## src/rtl/uv_rst_ctrl.sv

```systemverilog
// uv_rst_ctrl: multi-domain reset sequencer with clock-lock gating, button debounce and sticky reset cause.
// Optional macro UV_RST_CTRL_STAGGER_EN: release domains one every STAGE_GAP cycles instead of all at once.
module uv_rst_ctrl #(
  parameter int RST_NUM     = 4,
  parameter int DBNC_CYCLES = 1024,
  parameter int STAGE_GAP   = 16,
  parameter int LOCK_WAIT   = 256
) (
  input  logic               clk,
  input  logic               rst_n,
  input  logic               btn_rst_n,
  input  logic               clk_locked,
  input  logic               sw_rst_req,
  input  logic               wdt_rst_req,
  input  logic               cause_clr,
  output logic [RST_NUM-1:0] rst_out_n,
  output logic               rst_busy,
  output logic [3:0]         rst_cause
);

  localparam int DW = $clog2(DBNC_CYCLES) + 1;
  localparam int GW = $clog2(STAGE_GAP) + 1;
  localparam int LW = $clog2(LOCK_WAIT) + 1;

  localparam logic [DW-1:0] DBNC_MAX = DW'(DBNC_CYCLES - 1);
  localparam logic [DW-1:0] D_ONE    = DW'(1);
  localparam logic [GW-1:0] GAP_MAX  = GW'(STAGE_GAP - 1);
  localparam logic [GW-1:0] G_ONE    = GW'(1);
  localparam logic [LW-1:0] LOCK_MAX = LW'(LOCK_WAIT - 1);
  localparam logic [LW-1:0] L_ONE    = LW'(1);

`ifdef UV_RST_CTRL_STAGGER_EN
  localparam logic [RST_NUM-1:0] FIRST_MASK = RST_NUM'(1);
  localparam logic [RST_NUM-1:0] FIRST_REL  = FIRST_MASK;
`else
  localparam logic [RST_NUM-1:0] FIRST_REL  = '1;
`endif

  localparam logic [1:0] ST_HOLD      = 2'd0;
  localparam logic [1:0] ST_WAIT_LOCK = 2'd1;
  localparam logic [1:0] ST_RELEASE   = 2'd2;
  localparam logic [1:0] ST_RUN       = 2'd3;

  logic          btn_meta_r;
  logic          btn_sync_r;
  logic          btn_stable_r;
  logic [DW-1:0] dbnc_cnt_r;

  logic [1:0]         state_r, state_s;
  logic [GW-1:0]      hold_cnt_r, hold_cnt_s;
  logic [LW-1:0]      lock_cnt_r, lock_cnt_s;
  logic [RST_NUM-1:0] rst_out_n_r, out_s;
  logic               busy_r, busy_s;
  logic [3:0]         cause_r, cause_s;
`ifdef UV_RST_CTRL_STAGGER_EN
  logic [GW-1:0]      gap_cnt_r, gap_cnt_s;
`endif

  logic       btn_fall_s;
  logic       lock_loss_s;
  logic       rst_event_s;
  logic [3:0] cause_set_s;

  // Button synchroniser and debouncer; stable level only moves after DBNC_CYCLES of disagreement.
  always_ff @(posedge clk) begin
    if (!rst_n) begin
      btn_meta_r   <= 1'b1;
      btn_sync_r   <= 1'b1;
      btn_stable_r <= 1'b1;
      dbnc_cnt_r   <= '0;
    end else begin
      btn_meta_r <= btn_rst_n;
      btn_sync_r <= btn_meta_r;
      if (btn_sync_r == btn_stable_r) begin
        dbnc_cnt_r <= '0;
      end else if (dbnc_cnt_r == DBNC_MAX) begin
        btn_stable_r <= btn_sync_r;
        dbnc_cnt_r   <= '0;
      end else begin
        dbnc_cnt_r <= dbnc_cnt_r + D_ONE;
      end
    end
  end

  // The button event fires on the very edge the stable level drops, so the restart lines up with it.
  assign btn_fall_s  = btn_stable_r & ~btn_sync_r & (dbnc_cnt_r == DBNC_MAX);
  assign lock_loss_s = ~clk_locked & ((state_r == ST_RELEASE) | (state_r == ST_RUN));
  assign cause_set_s = {lock_loss_s, wdt_rst_req, sw_rst_req, btn_fall_s};
  assign rst_event_s = |cause_set_s;

  // Sequencer next-state: HOLD -> WAIT_LOCK -> RELEASE -> RUN, any reset event restarts from HOLD.
  always_comb begin
    state_s    = state_r;
    hold_cnt_s = hold_cnt_r;
    lock_cnt_s = lock_cnt_r;
    out_s      = rst_out_n_r;
`ifdef UV_RST_CTRL_STAGGER_EN
    gap_cnt_s  = gap_cnt_r;
`endif
    if (rst_event_s) begin
      state_s    = ST_HOLD;
      hold_cnt_s = '0;
      lock_cnt_s = '0;
      out_s      = '0;
`ifdef UV_RST_CTRL_STAGGER_EN
      gap_cnt_s  = '0;
`endif
    end else begin
      case (state_r)
        ST_HOLD: begin
          out_s = '0;
          if (hold_cnt_r != GAP_MAX) begin
            hold_cnt_s = hold_cnt_r + G_ONE;
          end else if (btn_stable_r) begin
            hold_cnt_s = '0;
            state_s    = ST_WAIT_LOCK;
          end else begin
            hold_cnt_s = hold_cnt_r;
          end
        end
        ST_WAIT_LOCK: begin
          if (!clk_locked) begin
            lock_cnt_s = '0;
          end else if (lock_cnt_r == LOCK_MAX) begin
            lock_cnt_s = '0;
            out_s      = FIRST_REL;
            state_s    = (&FIRST_REL) ? ST_RUN : ST_RELEASE;
          end else begin
            lock_cnt_s = lock_cnt_r + L_ONE;
          end
        end
        ST_RELEASE: begin
`ifdef UV_RST_CTRL_STAGGER_EN
          if (gap_cnt_r == GAP_MAX) begin
            gap_cnt_s = '0;
            out_s     = (rst_out_n_r << 1) | FIRST_MASK;
            if (&out_s) begin
              state_s = ST_RUN;
            end else begin
              state_s = ST_RELEASE;
            end
          end else begin
            gap_cnt_s = gap_cnt_r + G_ONE;
          end
`else
          out_s   = '1;
          state_s = ST_RUN;
`endif
        end
        ST_RUN: begin
          out_s = '1;
        end
        default: begin
          state_s = ST_HOLD;
          out_s   = '0;
        end
      endcase
    end
    busy_s  = ~&out_s;
    cause_s = (cause_clr ? 4'b0000 : cause_r) | cause_set_s;
  end

  // Sequencer, output and cause registers.
  always_ff @(posedge clk) begin
    if (!rst_n) begin
      state_r     <= ST_HOLD;
      hold_cnt_r  <= '0;
      lock_cnt_r  <= '0;
      rst_out_n_r <= '0;
      busy_r      <= 1'b1;
      cause_r     <= 4'b0000;
`ifdef UV_RST_CTRL_STAGGER_EN
      gap_cnt_r   <= '0;
`endif
    end else begin
      state_r     <= state_s;
      hold_cnt_r  <= hold_cnt_s;
      lock_cnt_r  <= lock_cnt_s;
      rst_out_n_r <= out_s;
      busy_r      <= busy_s;
      cause_r     <= cause_s;
`ifdef UV_RST_CTRL_STAGGER_EN
      gap_cnt_r   <= gap_cnt_s;
`endif
    end
  end

  assign rst_out_n = rst_out_n_r;
  assign rst_busy  = busy_r;
  assign rst_cause = cause_r;

endmodule
```

## config.mk

```make
export PLATFORM = sky130hd
export DESIGN_NAME = uv_rst_ctrl
export DESIGN_NICKNAME = d
export VERILOG_FILES = /design/src/rtl/uv_rst_ctrl.sv
export SDC_FILE = /design/constraint.sdc
export NUM_CORES = 1
export LEC_CHECK = 0
export CAP_MARGIN = 10
export CELL_PAD_IN_SITES_DETAIL_PLACEMENT = 1
export CELL_PAD_IN_SITES_GLOBAL_PLACEMENT = 1
export CORE_MARGIN = 2
export CORE_UTILIZATION = 25
export CTS_CLUSTER_DIAMETER = 50
export DETAILED_ROUTE_END_ITERATION = 16
export PLACE_DENSITY_LB_ADDON = 0.15
export SETUP_SLACK_MARGIN = 0.3
export SKIP_CTS_REPAIR_TIMING = 1
export SYNTH_ARGS = -nofsm -noshare
export SYNTH_HDL_FRONTEND = slang
export SYNTH_SLANG_ARGS = --single-unit
```

## constraint.sdc

```tcl
create_clock -name clk -period 1.5 [get_ports clk]
set_input_delay 0.15 -clock clk [delete_from_list [all_inputs] [get_ports clk]]
set_output_delay 0.15 -clock clk [all_outputs]
set_load 0.02 [all_outputs]
```

==> flow_summary.toml, run 1 <==
[clocking]
cts.clk_slew.worst_paths_ns = 0.08
clock_sink_count = 39
max-clock-path-buffers = 2
buffer_type_at_the_clock_tree_root = "clkbuf_8"
cts.htree.levels = 2
tritoncts = "yes"
clock_latency_ns = 0.29
cts_inserted_buffers = 5

[synthesis]
netlist.top_cell.by_area = "dfxtp_1"
post-synth-top-area-fraction = 0.4327
ys_dominant_reg_cell = "dfxtp_1"
synth-edff-count = 0
ys_seq_elements = 39
synth.avg_cell_area_um2 = 9.066
synthTopCellsByArea = "dfxtp_1, ha_1, nand2_1"
syn-cell-area_mm2 = 0.001804
synth.net_count = 214
synth.yosys.seq_area_share = 0.4327
ys_async_sr_fraction = 0
synth_warnings = 0
synth.distinct_cells = 47
post_synthesis_instance_total = 199

[die]
coreArea_mm2 = 0.006907
num_rows = 30
die_y_um = 88.95
die_w_um = 88.95
initial_core_util = 0.2612
io-pin-count = 16
die_area_mm2 = 0.007912

[placed_design]
dp.cells = 338
routabilityCongestion = 0.6784
place.port_buffers = 15
dp.final_hpwl_um = 3261
place_ws_ns = -0.2110

[timing]
final_hold_vios = 0
grt_setup_unrepaired = "true"
max_slew_margin = 0.7424
actual_slew_at_the_worst_max_slew_pin_ns = 0.3843
setup_viol = 0
final_max_slew_viol_count = 0
post_route_clock_period_utilization = 0.9626
worst_slack_setup_final_ns = 0.05603
maxClockFrequency_mhz = 692.5
skew_ns = 0.01002
layout_min_cycle_time_ns = 1.444

[worst_setup_path]
worst_setup_path_start_kind = "flop"
crit-reg2reg-launch = "state_r[1]"
path_class = "reg2reg"
worst-endpoint-required_ns = 1.69
crit_path_end_kind = "flop"
timing.critical_path.arrival_ns = 1.63
path_max_fanout = 8
worstSetupStartpoint = "state_r[1]"

[global_route]
overflow_left_after_global_routing = 0
first_global_vias = 1644
grt_start_max_net_pins = 19
antenna_found_initial = 0
use_met1 = 0.1600
use_met2 = 0.2001
grtUsageTotal = 0.1234
global_route.usage.met3 = 0.04155
grt.busiest_layer = "met2"
grt_first_pass_wirelength_um = 7521

[detailed_routing]
detailedRoute.firstPassIterationCount = 2
route.detailed.drc = 0
viasPerCell = 4.598
drtIter0Drc = 43
routed_wirelength_um = 4750
route.antenna.remaining_nets = 0
detail_route.wl_per_cell_um = 13.16
detailroute.via_count = 1660

[cells_and_area]
num_antenna_cells = 0
layout.filler_cells = 811
design.final.nets = 279
final-instance-count-excl-fill = 361
area_delta_synth_final_pct = 56.03
final_layout_size_suffix_gt1_frac = 0.4792

[power]
worst_ir_drop_vdd_mv = 0.2785
power_leakage_uw = 0.001101
power.density_mw_per_mm2 = 654.4
design_power_total_uw = 1842

[hold_path]
timing.hold.worst.class = "reg2reg"
worst_hold_startpoint = "btn_meta_r"

[job]
total_of_max_cap_violations = 0

[outcome]
status = "finished clean"
==> critical path, stage by stage (launching register included) <==
cell     delay [ns]
dfxtp_4        0.37
inv_4          0.06
ha_4           0.14
buf_6          0.13
nand2_1        0.06
or2_2          0.29
a211o_1        0.28
==> cell usage in the layout, fill, tap and decap left out, types with 4 or more instances in the layout <==
master,count
dfxtp_1,25
nand3_1,6
buf_4,38
nand4_1,7
ha_4,6
a211oi_1,4
dlymetal6s2s_1,9
buf_6,10
a21oi_2,7
nand2b_1,4
dfxtp_2,11
inv_1,6
clkbuf_8,5
nand2_1,15
a21oi_1,7
nor2_1,9
nor2_2,9
xor2_1,5
clkdlybuf4s50_1,6
nor2b_1,4
==> logic make-up after synthesis <==
kind of cell               Yosys count  synth area share
AOI/OAI and AO/OA                   44            0.1741
xor gates and xnor gates             8           0.03884
adders and majority gates            8           0.05548
buffers and inverters               17           0.05063
DFF                                 39            0.4327
muxes                                1          0.005548
and+or+nand+nor                     82            0.2427
==> synthesized netlist by cell type, drive strengths merged, types with 2 or more instances <==
master  count
xor2        5
nand4b      2
clkbuf      2
nand2b      4
nor2       19
buf         5
nor3b       2
nor2b       4
a311oi      2
a211oi      6
nand2      19
nand4       7
nor3        5
a41oi       2
dfxtp      39
nand3       9
or2         4
a21oi      14
o21a        3
o21ai       5
o31ai       2
ha          8
and3        2
inv        10
xnor2       3
==> final timing paths <==
check | endpoint | slack (ns) | cells after the start
hold reg to reg | btn_sync_r | 0.41 | 1
setup reg to reg | rst_busy | 0.06 | 6
setup / recovery | rst_busy | 0.06 | 6
hold / removal | btn_sync_r | 0.41 | 1
==> area by class of cell <==
cell class,instances,area [µm²],area share
multi-input combinational,145,1191,0.4231
timing repair buffer,63,570.5,0.2027
tap,96,120.1,0.04267
sequential,39,805.8,0.2862
inverter,10,46.29,0.01644
clock inverter,1,5.005,0.001778
clock buffer,7,76.32,0.02711
==> per-stage QoR <==
stage | cell area [µm²] | hold WS [ns] | util | setup TNS [ns]
after floorplan | 1866 | 0.2515 | - | 0
after global placement | 2337 | 0.3905 | 0.3384 | -1.743
after detailed placement | 2337 | 0.4010 | 0.3384 | -2.224
after CTS | 2419 | 0.4137 | 0.3502 | -0.8806
after global routing | 2815 | 0.4229 | 0.4076 | -0.06885
final | 2815 | 0.4104 | 0.4076 | 0
==> layer usage <==
| metal | wire, µm | up-vias |
|---|---|---|
| met5 | 0 | - |
| met4 | 42 | 0 |
| met3 | 130 | 4 |
| met2 | 2324 | 13 |
| met1 | 2253 | 809 |
| li1 | - | 834 |
==> state kept, by name, summed over array words and instances (netlist names) <==
signal and flops:
btn_stable_r 1, rst_cause 4, btn_meta_r 1, dbnc_cnt_r 11, hold_cnt_r 5, btn_sync_r 1
lock_cnt_r 9, state_r 2, rst_busy 1, rst_out_n 4
==> power by group <==
part	switching [µW]	internal, µW
clock	374	327
combinational	45.5	53.8
sequential	4.55	1040
total	424	1420
(Power assumes the default switching activity.)
==> run 2, diff against run 1 <==
--- a/config.mk
+++ b/config.mk
@@ -10,11 +10,14 @@
 export CELL_PAD_IN_SITES_GLOBAL_PLACEMENT = 1
 export CORE_MARGIN = 2
 export CORE_UTILIZATION = 25
+export CTS_BUF_LIST = sky130_fd_sc_hd__clkbuf_8
 export CTS_CLUSTER_DIAMETER = 50
 export DETAILED_ROUTE_END_ITERATION = 16
+export HOLD_SLACK_MARGIN = 0.1
 export PLACE_DENSITY_LB_ADDON = 0.15
 export SETUP_SLACK_MARGIN = 0.3
 export SKIP_CTS_REPAIR_TIMING = 1
+export SLEW_MARGIN = 5
 export SYNTH_ARGS = -nofsm -noshare
 export SYNTH_HDL_FRONTEND = slang
 export SYNTH_SLANG_ARGS = --single-unit
==> run 2 against run 1 <==
Net effect:
- hold slack is essentially flat
- clock skew is essentially flat
- non-clock buffer count stayed put
- clock power fell by 2%
- sequential power is essentially flat
- core utilization fell by 0.054 points
- setup slack better by 0.0051 ns
- largest cell class unchanged
- largest power group unchanged
- highest routed layer unchanged
==> flow_summary.toml, run 2 (same netlist as run 1, synthesis figures left out) <==
[hold_path]
worst_hold_startpoint = "btn_meta_r"
timing.hold.worst_endpoint = "btn_sync_r"
timing.hold.worst_path_depth = 1
timing.hold.worst.class = "reg2reg"

[global_route]
grt_start_max_net_pins = 19
antenna_found_initial = 0
grt_first_pass_wirelength_um = 7521
first_global_vias = 1644
overflow_left_after_global_routing = 0
grtUsageTotal = 0.1234

[detailed_routing]
drtIter0Drc = 41
route.detailed.drc = 0
detailedRoute.firstPassIterationCount = 2
detailroute.via_count = 1658
viasPerCell = 4.593
detail_route.wl_per_cell_um = 13.15
routed_wirelength_um = 4748
route.antenna.remaining_nets = 0

[clocking]
buffer_type_at_the_clock_tree_root = "clkbuf_8"
cts_inserted_buffers = 5
max-clock-path-buffers = 2
tritoncts = "yes"
cts.htree.levels = 2
clock_sink_count = 39
cts.clk_slew.worst_paths_ns = 0.08
clock_latency_ns = 0.29

[die]
die_w_um = 88.95
die_area_mm2 = 0.007912
die_y_um = 88.95
io-pin-count = 16
coreArea_mm2 = 0.006907
initial_core_util = 0.2612
num_rows = 30

[worst_setup_path]
path_max_fanout = 8
timing.critical_path.arrival_ns = 1.63
worst_setup_path_start_kind = "flop"
crit-reg2reg-launch = "state_r[1]"
crit_path_end_kind = "flop"
reg2reg_slack_ns = 0.06
worst-endpoint-required_ns = 1.69
worstReg2RegEnd = "rst_busy"
path_class = "reg2reg"
reg2reg_depth = 6

[cells_and_area]
design.final.nets = 279
num_antenna_cells = 0
layout.cells.most_common_list = "buf_4, dfxtp_1, nand2_1, dfxtp_2"
area_delta_synth_final_pct = 55.83
final_util = 0.4071
reg_top3 = "dbnc_cnt_r x11, lock_cnt_r x9, hold_cnt_r x5"
layout.cells.most_common = "buf_4"
final_layout_size_suffix_gt1_frac = 0.4792
max_flop_register = "dbnc_cnt_r"
final_area_mm2 = 0.002811
largest_register_ff_count = 11

[power]
power.switching_uw = 424.5
power_report.internal_total_uw = 1404
power_frac_seq = 0.570
worst_ir_drop_vdd_mv = 0.2784
power_leakage_uw = 0.001109
clkPwrFrac = 0.376
power.density_mw_per_mm2 = 650.5
switching_share = 0.2321
p_comb_frac = 0.054

[outcome]
status = "finished clean"

[placed_design]
place.port_buffers = 15
routabilityCongestion = 0.6784
dp.final_hpwl_um = 3261
placed_cell_area_mm2 = 0.002337
place_ws_ns = -0.2110

[timing]
layout_min_cycle_time_ns = 1.439
actual_slew_at_the_worst_max_slew_pin_ns = 0.3843
setup_viol = 0
grt_setup_unrepaired = "true"
max_slew_margin = 0.7424
final_hold_vios = 0
worst_slack_setup_final_ns = 0.06118
maxClockFrequency_mhz = 695.0
post_route_clock_period_utilization = 0.9592
skew_ns = 0.009969
final_max_slew_viol_count = 0
setup-tns-final_ns = 0

[job]
total_of_max_cap_violations = 0
[run 2: cell type report]
type | count | area [µm²]
clock buffer | 5 | 68.82
clock inverter | 3 | 12.51
fill | 812 | 4095
inverter | 10 | 46.29
multi-input combinational | 145 | 1191
sequential | 39 | 805.8
tap | 96 | 120.1
timing repair buffer | 63 | 566.8
[run 2: power by group through the flow]
stage | clock network [µW] | registers (µW) | logic (µW)
floorplan | 0 | 1070 | 37.4
global placement | 0 | 1070 | 83.0
detailed placement | 0 | 1070 | 83.5
CTS | 727 | 1040 | 83.7
global route | 785 | 1040 | 109
finish | 688 | 1040 | 99.3
[run 2: worst max-delay path by stage]
stage,start,end,slack (ns),cells after the start
after global routing,lock_cnt_r[0],lock_cnt_r[7],-0.03,5
final,state_r[1],rst_busy,0.06,6
after detailed placement,clk_locked,lock_cnt_r[3],-0.21,5
after CTS,state_r[0],hold_cnt_r[3],-0.13,7
after floorplan,state_r[1],rst_busy,0.10,6
after global placement,clk_locked,rst_out_n[2],-0.15,5
[run 2: per-layer routing]
metal  vias to the layer above  track usage  wire, µm  part of all wire
li1                        835            -         -                 -
met1                       806       0.1600      2251              0.47
met3                         4      0.04155       130             0.027
met4                         0      0.02849        42            0.0088
met2                        13       0.2001      2324              0.49
met5                         -            0         0                 0
[run 2: critical path: stages, from the launching register on]
cell     delay, ns
dfxtp_4       0.37
inv_4         0.06
ha_4          0.14
buf_6         0.13
nand2_1       0.06
or2_2         0.29
a211o_1       0.28
[run 2: metrics by stage]
stage	instances	total power, µW	hold WS [ns]
after global routing	361	1937	0.4229
after CTS	346	1856	0.4137
final	361	1829	0.4100
after detailed placement	338	1153	0.4010
after global placement	338	1152	0.3905
after floorplan	199	1111	0.2515
